File: src/rtl/mmcm_phase_seq.sv
`timescale 1ns/1ps
// mmcm_phase_seq: walks an MMCM/PLL dynamic phase shifter towards a requested
// phase one PSEN/PSDONE handshake at a time. It supports a linear signed phase
// or a modular phase with shortest-path direction, and raises a sticky error
// on rejected writes, lost lock and PSDONE timeouts.
module mmcm_phase_seq #(
    parameter int PHASE_WIDTH    = 8,
    parameter int PHASE_PERIOD   = 0,
    parameter int PSDONE_TIMEOUT = 31
) (
    input  logic                   psclk,
    input  logic                   rstn,
    input  logic                   locked,
    input  logic                   ps_we,
    input  logic                   ps_rel,
    input  logic [PHASE_WIDTH-1:0] ps_din,
    output logic                   ps_ready,
    output logic [PHASE_WIDTH-1:0] ps_dout,
    output logic                   ps_err,
    output logic                   psen,
    output logic                   psincdec,
    input  logic                   psdone
);

    localparam int W    = PHASE_WIDTH;
    // A zero period would make the modular helpers divide by zero; they are
    // unused in linear mode, so any non-zero stand-in is fine.
    localparam int PMOD = (PHASE_PERIOD > 0) ? PHASE_PERIOD : 1;
    localparam logic signed [W+1:0] PM    = (W+2)'(PMOD);
    localparam logic signed [W+1:0] PHALF = (W+2)'(PMOD / 2);
    localparam logic [W-1:0]        PLAST = W'(PMOD - 1);
    localparam int TW = (PSDONE_TIMEOUT > 1) ? $clog2(PSDONE_TIMEOUT) : 1;
    localparam logic [TW-1:0]       TLAST = TW'(PSDONE_TIMEOUT - 1);

    typedef enum logic [1:0] {
        S_IDLE = 2'd0,
        S_CALC = 2'd1,
        S_STEP = 2'd2,
        S_WAIT = 2'd3
    } state_t;

    state_t          r_state, w_state_nxt;
    logic [W-1:0]    r_target, w_target_nxt;
    logic [W-1:0]    r_dout, w_dout_nxt;
    logic            r_psen, w_psen_nxt;
    logic            r_incdec, w_incdec_nxt;
    logic            r_err, w_err_nxt;
    logic [TW-1:0]   r_tmo, w_tmo_nxt;

    logic signed [W+1:0] w_rel_sum;
    logic [W-1:0]        w_rel_target;
    logic signed [W:0]   w_diff_lin;
    logic signed [W+1:0] w_diff_mod;
    logic signed [W+1:0] w_dm;
    logic                w_inc;
    logic                w_bad_abs;
    logic                w_accept;

    // Reduce a signed sum into 0..PERIOD-1 (the % result takes the dividend's sign).
    function automatic logic [W-1:0] mod_wrap(input logic signed [W+1:0] v);
        logic signed [W+1:0] m;
        m = v % PM;
        if (m < 0) m = m + PM;
        return m[W-1:0];
    endfunction

    // Phase after one completed step, wrapping at the period in modular mode.
    function automatic logic [W-1:0] step_phase(input logic [W-1:0] p, input logic inc);
        if (inc) begin
            if (PHASE_PERIOD > 0 && p == PLAST) return '0;
            return p + 1'b1;
        end
        if (PHASE_PERIOD > 0 && p == '0) return PLAST;
        return p - 1'b1;
    endfunction

    assign ps_ready = (r_state == S_IDLE) && locked;
    assign ps_dout  = r_dout;
    assign ps_err   = r_err;
    assign psen     = r_psen;
    assign psincdec = r_incdec;

    assign w_accept     = ps_we && ps_ready;
    assign w_rel_sum    = $signed({2'b00, r_dout}) + $signed({{2{ps_din[W-1]}}, ps_din});
    assign w_rel_target = (PHASE_PERIOD > 0) ? mod_wrap(w_rel_sum) : w_rel_sum[W-1:0];
    assign w_diff_lin   = $signed({r_target[W-1], r_target}) - $signed({r_dout[W-1], r_dout});
    assign w_diff_mod   = $signed({2'b00, r_target}) - $signed({2'b00, r_dout});
    assign w_dm         = (w_diff_mod < 0) ? w_diff_mod + PM : w_diff_mod;
    // Modular mode takes the shorter way round, ties going up.
    assign w_inc        = (PHASE_PERIOD > 0) ? (w_dm <= PHALF) : (w_diff_lin > 0);
    assign w_bad_abs    = (PHASE_PERIOD > 0) && !ps_rel && ($signed({2'b00, ps_din}) >= PM);

    // Next-state and next-register values; every register holds by default and psen drops.
    always_comb begin
        w_state_nxt  = r_state;
        w_target_nxt = r_target;
        w_dout_nxt   = r_dout;
        w_psen_nxt   = 1'b0;
        w_incdec_nxt = r_incdec;
        w_err_nxt    = r_err;
        w_tmo_nxt    = r_tmo;
        case (r_state)
            S_IDLE: begin
                if (w_accept) begin
                    if (w_bad_abs) begin
                        w_err_nxt = 1'b1;
                    end else begin
                        w_err_nxt    = 1'b0;
                        w_target_nxt = ps_rel ? w_rel_target : ps_din;
                        w_state_nxt  = S_CALC;
                    end
                end
            end
            S_CALC: begin
                if (!locked) begin
                    w_err_nxt   = 1'b1;
                    w_state_nxt = S_IDLE;
                end else if (r_target == r_dout) begin
                    w_state_nxt = S_IDLE;
                end else begin
                    w_psen_nxt   = 1'b1;
                    w_incdec_nxt = w_inc;
                    w_state_nxt  = S_STEP;
                end
            end
            S_STEP: begin
                if (!locked) begin
                    w_err_nxt   = 1'b1;
                    w_state_nxt = S_IDLE;
                end else begin
                    w_tmo_nxt   = '0;
                    w_state_nxt = S_WAIT;
                end
            end
            S_WAIT: begin
                if (!locked) begin
                    w_err_nxt   = 1'b1;
                    w_state_nxt = S_IDLE;
                end else if (psdone) begin
                    w_dout_nxt  = step_phase(r_dout, r_incdec);
                    w_state_nxt = S_CALC;
                end else if (r_tmo == TLAST) begin
                    w_err_nxt   = 1'b1;
                    w_state_nxt = S_IDLE;
                end else begin
                    w_tmo_nxt = r_tmo + 1'b1;
                end
            end
            default: w_state_nxt = S_IDLE;
        endcase
    end

    // FSM state register.
    always_ff @(posedge psclk or negedge rstn) begin
        if (!rstn) r_state <= S_IDLE;
        else       r_state <= w_state_nxt;
    end

    // Phase, target, handshake outputs, error flag and PSDONE timeout counter.
    always_ff @(posedge psclk or negedge rstn) begin
        if (!rstn) begin
            r_target <= '0;
            r_dout   <= '0;
            r_psen   <= 1'b0;
            r_incdec <= 1'b0;
            r_err    <= 1'b0;
            r_tmo    <= '0;
        end else begin
            r_target <= w_target_nxt;
            r_dout   <= w_dout_nxt;
            r_psen   <= w_psen_nxt;
            r_incdec <= w_incdec_nxt;
            r_err    <= w_err_nxt;
            r_tmo    <= w_tmo_nxt;
        end
    end

endmodule
File: config.mk
export PLATFORM = sky130hd
export DESIGN_NAME = mmcm_phase_seq
export DESIGN_NICKNAME = d
export VERILOG_FILES = /design/src/rtl/mmcm_phase_seq.sv
export SDC_FILE = /design/constraint.sdc
export NUM_CORES = 1
export LEC_CHECK = 0
export BUFFER_PORTS_ARGS = -buffer_cell sky130_fd_sc_hd__buf_2
export CORE_ASPECT_RATIO = 1.5
export CORE_MARGIN = 5
export CORE_UTILIZATION = 32
export CTS_CLUSTER_DIAMETER = 50
export DETAILED_ROUTE_END_ITERATION = 8
export GPL_TIMING_DRIVEN = 0
export HOLD_SLACK_MARGIN = 0.03
export PLACE_DENSITY = 0.49
export SETUP_SLACK_MARGIN = 0.3
export SYNTH_ARGS = -nofsm -noshare
export SYNTH_HDL_FRONTEND = slang
export SYNTH_SLANG_ARGS = --single-unit
File: constraint.sdc
create_clock -name psclk -period 3.9 [get_ports psclk]
set_input_delay 0.195 -clock psclk [delete_from_list [all_inputs] [get_ports psclk]]
set_output_delay 0.195 -clock psclk [all_outputs]
set_load 0.02 [all_outputs]
==> summary by stage <==
Clocking
The count of instances resized after the clock tree is built is 0. The cell chosen for the clock root is sky130_fd_sc_hd__clkbuf_8. The clock net sink count is 26. The clock edge transition at the registers on the reported setup and hold paths is 0.10 ns. The number of buffers between clock root and the deepest sink is 2. For the worst-skew pair, the clock arrives at the later sink with an insertion delay of roughly 0.28 ns.

CTS built an H-tree with a depth of 1. The TritonCTS clock tree is done. The TritonCTS buffer count is 3.

Timing
Setup repair after global routing left no endpoint under its margin. Setup violations remaining at the end of the flow were counted as 0. In this run the tightest slew margin relative to its limit is 59.4%. The final period utilization is between 70% and 80%. The highest clock frequency the design can meet is 360 MHz. The largest clock skew in the final design is 0.00444 ns. The number of hold-slack violations in the final timing report is 0.

For the final routed database, the setup TNS stands at 0 ns. After layout, the minimum clock period comes to about 2.8 ns. The number of pins exceeding their max-slew limit in the final report is 0. At the pin with the least slew margin, the transition time is 0.609 ns. Hold is met by approximately 0.2 ns.

Routing
The first TritonRoute pass finished after 4 iterations. The routed design has 4890 um of wire. The initial DRC count is 45.

The count of nets left with antenna violations after detail routing is 0. The count of unresolved DRC violations after routing is 0. Dividing the detail-routed via count by the number of cells gives 5.02. The detailed router placed approximately 1700 vias in this run. The average wire length per cell after detail routing is around 14 um.

GRT
The initial antenna violation count was 0. The first global-routing pass estimated a little over 8000 um of wire. Global routing consumed, over all layers together, 12.0% of the routing resources. The maximum number of pins on one net before global-route repair is 27. The via count of the first global-routing pass is approximately 1800. The total overflow left after global routing is 0.

Critical path
The worst register-to-register path ends at psincdec$_DFFE_PN0P_. In this run the critical register-to-register path is launched from ps_dout[1]$_DFFE_PN0P_. The type of element capturing the critical path is a flip-flop. STA classifies the critical path startpoint as a flip-flop. The critical path is of the reg -> reg type. The worst register-to-register path has a setup slack of 1.12 ns. STA puts the critical path data required time at 4.06 ns. Counting cells, the worst reg-to-reg path comes to 9. The signal arrival time at the worst endpoint is around 2.9 ns. Of all nets on the critical path, the largest fanout is 6.

Pwr
The total power per unit cell area is 753 nW/um2. The static leakage is around 1.2 nW. Across the VDD grid, the largest voltage drop is 216 uV.

Run status
The run finished with clean final reports.

Synthesis
The number of warnings issued by yosys is 0. After synthesis, the share of flip-flops with an asynchronous set or reset is 100%. Yosys mapped the design onto 42 distinct sky130hd cell types.

The average instance in the mapped netlist occupies between 8 and 9 um2. The synthesized design contains 0 enable-type register cells. For this run, the register share of the synthesized area comes to 30.4%.

The total nets after synthesis is ~290. The flip-flop and latch count after synthesis is 26. The most used flip-flop cell after synthesis is sky130_fd_sc_hd__dfrtp_1. The netlist area before placement is 2140 um2. After technology mapping, the gate count stands at 241.

Flow run
Max-cap violations in this run came to 0.

Cells and area
Of the cells placed in the final design, the portion with a size suffix greater than 1 is 12.6%. The footprint of the multi-input gates is 1390 um2. The filler cell count in the final layout is 681. Compared with the post-synthesis result, the final layout area differs by 13.9%. The number of antenna diodes in the final layout is 0. For this run, the post-layout net count is 315. The flip-flop and latch area is 651 um2.

Min path
The class of the worst hold path is in -> reg. The number of instances on the worst hold path is 3. In this run the most critical hold path is launched from ps_din[7]. For hold timing, the worst endpoint is r_target[7]$_DFFE_PN0P_.

Die
Pin placement for this block handled 26 I/O pins. The floorplan step defined a core boundary enclosing 6490 um2. The die is 76.7 um wide.

Row generation in the floorplan step produced 36 rows. The initial utilization of the core area, before any placement, comes to 33.0%. The floorplan step defined a die boundary enclosing between 8000 and 9000 um2. The die is around 110 um tall.

Placement
Detailed placement finished with a half-perimeter wire length of 4000 um. The routability congestion estimate from global placement is between 0.7 and 0.8. The count of buffers inserted at the top-level ports is 24.
worst max path at each step:
stage                      startpoint                   end  slack, ns  cells past startpoint
5_1_grt        ps_dout[1]$_DFFE_PN0P_  psincdec$_DFFE_PN0P_       0.91                      9
3_3_place_gp   ps_dout[1]$_DFFE_PN0P_  psincdec$_DFFE_PN0P_       1.10                      9
3_5_place_dp   ps_dout[1]$_DFFE_PN0P_  psincdec$_DFFE_PN0P_       1.10                      9
4_1_cts        ps_dout[1]$_DFFE_PN0P_  psincdec$_DFFE_PN0P_       1.07                      9
6_report       ps_dout[1]$_DFFE_PN0P_  psincdec$_DFFE_PN0P_       1.12                      9
2_1_floorplan  ps_dout[1]$_DFFE_PN0P_  psincdec$_DFFE_PN0P_       1.29                      9
cells in the final DEF (no fill, tap or decap), types with 3 or more instances in the layout:
master / netlist / final
sky130_fd_sc_hd__ha_1: 28 / 28
sky130_fd_sc_hd__dfrtp_1: 26 / 26
sky130_fd_sc_hd__buf_2: 0 / 24
sky130_fd_sc_hd__nand2_1: 22 / 22
sky130_fd_sc_hd__inv_1: 21 / 21
sky130_fd_sc_hd__a21oi_1: 19 / 19
sky130_fd_sc_hd__o21ai_0: 18 / 18
sky130_fd_sc_hd__nor2_1: 12 / 12
sky130_fd_sc_hd__xnor2_1: 8 / 8
sky130_fd_sc_hd__a21o_1: 7 / 7
sky130_fd_sc_hd__mux2i_1: 6 / 6
sky130_fd_sc_hd__xor2_1: 6 / 6
sky130_fd_sc_hd__clkbuf_1: 5 / 5
sky130_fd_sc_hd__nand3_1: 5 / 5
sky130_fd_sc_hd__nor3_1: 5 / 5
sky130_fd_sc_hd__o21ai_1: 4 / 4
sky130_fd_sc_hd__o21bai_1: 4 / 4
sky130_fd_sc_hd__a22o_1: 4 / 4
sky130_fd_sc_hd__nor3b_1: 4 / 4
sky130_fd_sc_hd__nand4_1: 3 / 3
sky130_fd_sc_hd__mux2_2: 3 / 3
sky130_fd_sc_hd__nor2b_1: 3 / 3
sky130_fd_sc_hd__a31oi_1: 3 / 3
sky130_fd_sc_hd__clkbuf_8: 0 / 3
where the power goes:
part	switching [mW]	internal [mW]	total, mW	leakage, nW
combinational	0.639	0.478	1.12	0.819
clock	0.0919	0.137	0.229	0.0357
sequential	0.115	0.371	0.486	0.325
total	0.846	0.987	1.83	1.18
metal layers:
metal	vias to the layer above	routed length (um)	global-route usage, %
li1	918	-	-
met1	791	2120	13.7
met2	22	2610	23.5
met3	5	96	0.976
met4	0	63	3.75
met5	-	0	0
synthesized netlist by cell type, drive strengths merged, types with 2 or more instances:
cell type  instances  area share (%)
nor2b              3            0.88
nor3b              4             1.4
nand2             22             3.9
fa                 2             1.9
inv               21             3.7
nand2b             2            0.59
a21o               7             2.5
a22o               4             1.6
o21bai             4             1.4
nand3              5             1.2
o21ai             22             5.1
clkbuf             5            0.88
nor3               5             1.2
a31oi              3            0.88
xnor2              8             3.3
ha                28              16
o211ai             2            0.70
nor2              12             2.1
a2111oi            2             1.1
xor2               6             2.5
and2               2            0.59
dfrtp             26              30
nand3b             2            0.70
a21oi             19             4.4
mux2               3             1.6
mux2i              6             2.8
nand4              3            0.88
o311ai             3             1.6
cell type report:
class / instances / area share, %
buffer: 5 / 0.771
clock buffer: 3 / 1.70
clock inverter: 1 / 1.23
inverter: 21 / 3.24
multi-input combinational: 189 / 57.1
sequential: 26 / 26.7
tap: 76 / 3.91
timing repair buffer: 25 / 5.34
timing repair:
action | in CTS | in global routing
hold buffers | 1 | 0
hold endpoints to repair | 26 | 0
endpoints found under the setup margin | 0 | 0
buffers inserted | 0 | 0
worst max-delay path, stage by stage, from the launching register on:
cell and delay, ns:
sky130_fd_sc_hd__dfrtp_1 0.51, sky130_fd_sc_hd__inv_1 0.13, sky130_fd_sc_hd__ha_1 0.37, sky130_fd_sc_hd__or3b_1 0.41, sky130_fd_sc_hd__a2111oi_2 0.36, sky130_fd_sc_hd__o311ai_1 0.17
sky130_fd_sc_hd__a221oi_1 0.25, sky130_fd_sc_hd__maj3_1 0.22, sky130_fd_sc_hd__o211a_1 0.17, sky130_fd_sc_hd__a21oi_1 0.05
sequential cells by signal, summed over array words and instances (netlist names):
| name | flops |
|---|---|
| psincdec | 1 |
| psen | 1 |
| ps_dout | 8 |
| r_tmo | 5 |
| r_state | 2 |
| ps_err | 1 |
| r_target | 8 |
through the flow:
step	worst slack (ns)	cell area (um2)	std cells	util (%)	total power, mW
floorplan	1.29	2140	241	-	1.34
global placement	1.10	2350	341	36.3	1.61
detailed placement	1.10	2350	341	36.3	1.62
CTS	1.07	2430	346	37.5	1.86
global route	0.909	2430	346	37.5	2.04
finish	1.12	2430	346	37.5	1.83
cell families after synthesis:
kind of cell | after synthesis | synth area share (%)
and+or+nand+nor | 63 | 14.4
DFF | 26 | 30.4
xor gates and xnor gates | 14 | 5.73
buffers and inverters | 26 | 4.56
adders and majority gates | 31 | 18.7
AOI/OAI and AO/OA | 72 | 21.8
muxes | 9 | 4.39
Power figures use the tool's default switching activity.
